### config.mk
export PLATFORM = sky130hd
export DESIGN_NAME = ext_irq_ctrl
export DESIGN_NICKNAME = d
export VERILOG_FILES = /design/src/rtl/ext_irq_ctrl.sv
export SDC_FILE = /design/constraint.sdc
export NUM_CORES = 1
export LEC_CHECK = 0
export ABC_AREA = 1
export CORE_MARGIN = 10
export CORE_UTILIZATION = 46
export CTS_CLUSTER_SIZE = 14
export DETAILED_ROUTE_END_ITERATION = 6
export PLACE_DENSITY = 0.9
export SKIP_CTS_REPAIR_TIMING = 1
export SLEW_MARGIN = 15
export SYNTH_ARGS = -nofsm -noshare
export SYNTH_HDL_FRONTEND = slang
export SYNTH_SLANG_ARGS = --single-unit
### constraint.sdc
create_clock -name clk -period 1.7 [get_ports clk]
set_input_delay 0.255 -clock clk [delete_from_list [all_inputs] [get_ports clk]]
set_output_delay 0.255 -clock clk [all_outputs]
set_load 0.02 [all_outputs]
### src/rtl/ext_irq_ctrl.sv
// External interrupt controller: rising-edge capture into a pending vector,
// fixed lowest-index priority, and a registered request/ack handshake to the core.
module ext_irq_ctrl #(
  parameter int NUM_IRQ = 8,
  parameter int IDW     = 3
) (
  input  logic               clk,
  input  logic               rst_n,
  input  logic [NUM_IRQ-1:0] irq_sync,
  input  logic [NUM_IRQ-1:0] irq_en,
  input  logic               irq_ack,
  output logic               irq_req,
  output logic [IDW-1:0]     irq_id,
  output logic [NUM_IRQ-1:0] irq_pending
);

  typedef enum logic [1:0] {
    IDLE = 2'd0,
    REQ  = 2'd1,
    GAP  = 2'd2
  } state_t;

  state_t             state;
  state_t             state_next;
  logic [IDW-1:0]     id_next;
  logic [NUM_IRQ-1:0] prev;
  logic [NUM_IRQ-1:0] rise;
  logic [NUM_IRQ-1:0] clr;
  logic [NUM_IRQ-1:0] eligible;

  // Highest index is visited first so the lowest set index is the one left standing.
  function automatic logic [IDW-1:0] lowest_idx(input logic [NUM_IRQ-1:0] vec);
    logic [IDW-1:0] idx;
    idx = '0;
    for (int i = NUM_IRQ - 1; i >= 0; i--) begin
      if (vec[i]) idx = IDW'(i);
    end
    return idx;
  endfunction

  assign rise     = irq_sync & ~prev;
  assign eligible = irq_pending & irq_en;

  // Only an ack of the request actually being presented clears its line.
  always_comb begin
    clr = '0;
    for (int i = 0; i < NUM_IRQ; i++) begin
      clr[i] = (state == REQ) && irq_ack && (irq_id == IDW'(i));
    end
  end

  always_comb begin
    state_next = state;
    id_next    = irq_id;
    case (state)
      IDLE: begin
        if (|eligible) begin
          state_next = REQ;
          id_next    = lowest_idx(eligible);
        end
      end
      REQ: begin
        if (irq_ack) state_next = GAP;
      end
      GAP: begin
        state_next = IDLE;
      end
      default: begin
        state_next = IDLE;
      end
    endcase
  end

  // prev resets high so lines already asserted at reset release raise no event.
  always_ff @(posedge clk) begin
    if (!rst_n) begin
      state       <= IDLE;
      irq_req     <= 1'b0;
      irq_id      <= '0;
      irq_pending <= '0;
      prev        <= '1;
    end else begin
      state       <= state_next;
      irq_req     <= (state_next == REQ);
      irq_id      <= id_next;
      irq_pending <= rise | (irq_pending & ~clr);
      prev        <= irq_sync;
    end
  end

endmodule
==> results.sh, run 1 <==
export IMPL_cts_tree="yes"
export IMPL_yosys_warnings=0
export IMPL_synth_edf_count=0
export IMPL_path_cells="clkdlybuf4s50_1"
export IMPL_synth_xor_area_share_pct=0
export IMPL_grt_use_total_pct=10.6
export IMPL_synth_top_area_share_pct=49.4
export IMPL_wl_per_cell_um=12.8
export IMPL_synth_yosys_seq_area_share_pct=49.4
export IMPL_io_buffers=30
export IMPL_htree_levels=1
export IMPL_synthMuxAreaShare_pct=0
export IMPL_arrival_ps=1360
export IMPL_max_slew_margin_pct=83.4
export IMPL_worst_pin_slew_ps=249
export IMPL_path_buf_inv=1
export IMPL_finalCritPeriodShare_pct=95.2
export IMPL_diodes=0
export IMPL_hp_class="in -> reg"
export IMPL_clkLatencyLatePin_ps=300
export IMPL_core_um2=1780
export IMPL_grt_pass1_wl_um=3560
export IMPL_post_synth_top_area_cell="dfxtp_1"
export IMPL_hpwl_um=1780
export IMPL_drc=0
export IMPL_power_mw=1.07
export IMPL_fin_cells=171
export IMPL_leakagePower_nw=0.560
export IMPL_ys_top_cells_by_count="29 x nand2_1, 22 x dfxtp_1, 15 x inv_1, 11 x a21oi_1"
export IMPL_root_buffer="clkbuf_4"
export IMPL_gp_congestion=0.824
export IMPL_fin_crit_ps=1620
export IMPL_worstPathMaxFanout=5
export IMPL_critPathMaxStageDelay_ps=640
export IMPL_utilization_pct=70.1
export IMPL_required_ps=1440
export IMPL_synth_top_family_by_area="simple AND/OR/NAND/NOR gates"
export IMPL_synth_compound_area_share_pct=17.3
export IMPL_fin_nets=167
export IMPL_peakVddDrop_mv=0.700
export IMPL_synth_area_leaders="dfxtp_1 49%, nand2_1 12%, o31ai_1 6.7%"
export IMPL_finalSetupViolations=0
export IMPL_boundaryPins=31
export IMPL_startpoint_type="flop"
export IMPL_fillers=135
export IMPL_dp_cells=168
export IMPL_synth_seq_cells=22
export IMPL_num_rows=15
export IMPL_vias=831
export IMPL_synth_async_reset_ratio_pct=0
export IMPL_synthCells=113
export IMPL_synth_nets=132
export IMPL_synthAdderAreaFrac_pct=0
export IMPL_drt_vias_per_instance=4.86
export IMPL_antenna_found_initial=0
export IMPL_hold_viol=0
export IMPL_finalWorstSetupSlack_ps=81.8
export IMPL_fmax_mhz=618
export IMPL_rsz0062_at_grt="false"
export IMPL_grt_pass1_vias=796
export IMPL_end_kind="output port"
export IMPL_clockBufferDepth=2
export IMPL_dp_slack_ps=214
export IMPL_die_area_um2=4100
export IMPL_final_cell_area_um2=1250
export IMPL_synthesis_area_um2=891
export IMPL_drt_pass1_iter_count=4
export IMPL_ys_types=19
export IMPL_grt_max_degree=12
export IMPL_routed_wl_um=2190
export IMPL_final_max_slew_viol_count=0
export IMPL_power_density_nw_per_um2=857
export IMPL_outcome="completed"
export IMPL_area_growth_pct=40.3
export IMPL_ant_nets=0
export IMPL_max_cap_violations=0
export IMPL_drt_iter0_markers=36
export IMPL_cts_buffers_inserted=3
export IMPL_die_height_um=64.0
export IMPL_holdWs_ps=482
export IMPL_drive_gt1_share_pct=13.7
export IMPL_setup_tns_ps=0
export IMPL_path_class="reg -> out"
export IMPL_yosysMostFrequentCell="nand2_1"
export IMPL_fin_skew_ps=5.08
export IMPL_die_w_um=64.0
export IMPL_clock_sinks=22
export IMPL_dpl_cell_area_um2=1220
export IMPL_path_clk_slew_ps=110
export IMPL_ys_flop_type="dfxtp_1"
export IMPL_syn_avg_cell_area_um2=7.88
export IMPL_gr_total_overflow=0
export IMPL_cp_slowest_cell="clkdlybuf4s50_1"
export IMPL_initial_core_util_pct=50.0
export IMPL_critical_path_top_delay_family="buffers and inverters"
export IMPL_synth_simple_gate_area_share_pct=25.1
-- flip-flops by register name (all words and copies together), names as in the netlist --
| name | flops |
|---|---|
| state | 2 |
| irq_pending | 8 |
| irq_req | 1 |
| irq_id | 3 |
| prev | 8 |
-- final cells by class --
class	instances	area, um2	share of cell area, %
Timing Repair Buffer	32	318	25.4
Inverter	16	60.1	4.80
Multi-Input combinational cell	73	378	30.2
Clock buffer	3	22.5	1.80
Tap cell	25	31.3	2.50
Sequential cell	22	440	35.2
-- cell usage in the layout, fill, tap and decap left out --
cell type and instances:
a21oi_1 11, a21oi_4 1, a31oi_1 1, buf_4 2
clkbuf_4 3, clkdlybuf4s50_1 29, dfxtp_1 22, dlymetal6s2s_1 1
inv_1 15, inv_2 1, nand2_1 29, nand2_2 2
nand3_2 1, nand3b_1 1, nor2_1 6, nor2_2 2
o21ai_0 1, o21ai_1 1, o22ai_1 1, o31ai_1 8
or2_2 8
-- cell families (layout without fill, tap and decap cells) --
| kind of cell | Yosys count | count (layout) |
|---|---|---|
| simple gates | 49 | 49 |
| compound gates | 24 | 24 |
| flops | 22 | 22 |
| buf+inv | 18 | 51 |
-- per-layer routing --
layer | global-route usage, % | routed length, um
met5 | 0 | 0
met4 | 4.92 | 29
met3 | 3.83 | 181
met2 | 17.3 | 1060
met1 | 12.1 | 920
-- path summary, 6_finish.rpt --
check	start	end	slack, ps	cells past startpoint
max reg2reg	irq_pending[0]	irq_id[1]	550	7
min	irq_sync[0]	prev[0]	480	3
min reg2reg	prev[2]	irq_pending[2]	490	2
max	irq_id[1]	irq_id[1]	80	1
-- worst reg2reg max path: cells and delay by family (launching register included) --
| family | cells | cell delay [ps] |
|---|---|---|
| AOI/OAI and AO/OA | 1 | 170 |
| and+or+nand+nor | 5 | 450 |
| DFF | 1 | 370 |
| buffers and inverters | 1 | 60 |
-- power by group --
part / switching, mW / leakage, nW / internal (mW)
logic: 0.135 / 0.365 / 0.125
clock network: 0.142 / 0.0138 / 0.0826
registers: 0.0313 / 0.182 / 0.555
total: 0.308 / 0.560 / 0.763
Power figures use the tool's default switching activity.
==> inputs of run 2 (changes only) <==
- SKIP_CTS_REPAIR_TIMING: 1 -> not set
==> results.sh, run 2 (synthesized netlist as in run 1, its figures left out) <==
export IMPL_fillers=137
export IMPL_final_max_slew_viol_count=0
export IMPL_io_buffers=30
export IMPL_drc=0
export IMPL_root_buffer="clkbuf_4"
export IMPL_drt_pass1_iter_count=4
export IMPL_finalCritPeriodShare_pct=95.1
export IMPL_power_share_sequential_pct=54.9
export IMPL_end_kind="output port"
export IMPL_area_growth_pct=39.9
export IMPL_drt_vias_per_instance=4.87
export IMPL_path_class="reg -> out"
export IMPL_drt_iter0_markers=36
export IMPL_dpl_cell_area_um2=1220
export IMPL_drive_gt1_share_pct=13.7
export IMPL_antenna_found_initial=0
export IMPL_die_w_um=64.0
export IMPL_die_area_um2=4100
export IMPL_setup_tns_ps=0
export IMPL_htree_levels=1
export IMPL_vias=832
export IMPL_path_clk_slew_ps=110
export IMPL_power_density_nw_per_um2=858
export IMPL_critical_path_top_delay_family="buffers and inverters"
export IMPL_finalSetupViolations=0
export IMPL_dp_cells=168
export IMPL_p_switching_mw=0.308
export IMPL_critPathMaxStageDelay_ps=640
export IMPL_wl_per_cell_um=12.8
export IMPL_routed_wl_um=2190
export IMPL_internal_power_mw=0.761
export IMPL_clock_sinks=22
export IMPL_power_mw=1.07
export IMPL_worst_pin_slew_ps=244
export IMPL_hpwl_um=1780
export IMPL_hp_class="in -> reg"
export IMPL_arrival_ps=1360
export IMPL_grt_util_met1_pct=12.1
export IMPL_cts_buffers_inserted=3
export IMPL_max_slew_margin_pct=83.7
export IMPL_max_cap_violations=0
export IMPL_gr_total_overflow=0
export IMPL_leakagePower_nw=0.549
export IMPL_core_um2=1780
export IMPL_cts_tree="yes"
export IMPL_grtUsageMet3_pct=3.83
export IMPL_grt_pass1_wl_um=3560
export IMPL_grt_use_total_pct=10.6
export IMPL_dp_slack_ps=214
export IMPL_fmax_mhz=618
export IMPL_path_buf_inv=1
export IMPL_hold_viol=0
export IMPL_num_rows=15
export IMPL_die_height_um=64.0
export IMPL_met2_usage_pct=17.3
export IMPL_worstPathMaxFanout=5
export IMPL_outcome="completed"
export IMPL_clockBufferDepth=2
export IMPL_fin_nets=167
export IMPL_comb_power_share_pct=24.2
export IMPL_largestRegisters="irq_pending x8, prev x8, irq_id x3"
export IMPL_fin_skew_ps=4.64
export IMPL_clock_power_share_pct=21.0
export IMPL_finalWorstSetupSlack_ps=83.0
export IMPL_grt_max_degree=12
export IMPL_ant_nets=0
export IMPL_fin_crit_ps=1620
export IMPL_rsz0062_at_grt="false"
export IMPL_gp_congestion=0.824
export IMPL_required_ps=1440
export IMPL_startpoint_type="flop"
export IMPL_p_sw_share_pct=28.8
export IMPL_grt_pass1_vias=796
export IMPL_peakVddDrop_mv=0.692
export IMPL_cts_setup_buffers=0
export IMPL_initial_core_util_pct=50.0
export IMPL_clkLatencyLatePin_ps=300
export IMPL_cp_slowest_cell="clkdlybuf4s50_1"
export IMPL_most_common_layout_cells="29 x nand2_1, 29 x clkdlybuf4s50_1, 22 x dfxtp_1"
export IMPL_top_usage_layer="met2"
export IMPL_diodes=0
export IMPL_path_cells="clkdlybuf4s50_1"
export IMPL_fin_cells=171
export IMPL_boundaryPins=31
export IMPL_final_cell_area_um2=1250
## run 2: changes by cell type in the layout (fill, tap and decap cells not counted), sizes merged
cell,delta
dlygate4sd2,+1
dlymetal6s2s,-1
## run 2: per-layer routing
layer | wire, um | vias up
li1 | - | 426
met1 | 926 | 372
met2 | 1060 | 30
met3 | 173 | 4
met4 | 29 | 0
met5 | 0 | -
## run 2: stage by stage
stage	hold WS (ps)	util (%)
floorplan	347	-
global placement	473	68.7
detailed placement	480	68.7
CTS	473	69.9
global route	498	69.9
finish	483	69.9
## run 2: final timing paths
path,start,to,slack (ps),depth (start not counted)
worst max-delay path,irq_id[1],irq_id[1],80,1
worst min-delay path,irq_sync[0],prev[0],480,3
worst max register to register,irq_pending[0],irq_id[1],550,7
worst min register to register,prev[2],irq_pending[2],490,2
## run 2: area by class of cell
class,count,area (um2),share of cell area [%]
Inverter,16,60.1,4.82
Multi-Input combinational cell,73,378,30.3
Timing Repair Buffer,32,314,25.2
Tap cell,25,31.3,2.51
Clock buffer,3,22.5,1.81
Sequential cell,22,440,35.3
## run 2: repair_timing
action                                 4_1_cts  5_1_grt
setup endpoints to repair                    1        0
gates resized for setup                      1        0
hold buffers                                 0        0
endpoints found under the hold margin        0        0
## run 2: power groups by stage
stage	logic [mW]	clock network, mW	registers, mW
6_report	0.258	0.224	0.586
5_1_grt	0.283	0.247	0.591
4_1_cts	0.259	0.234	0.586
3_5_place_dp	0.259	0	0.598
3_3_place_gp	0.253	0	0.597
2_1_floorplan	0.111	0	0.623
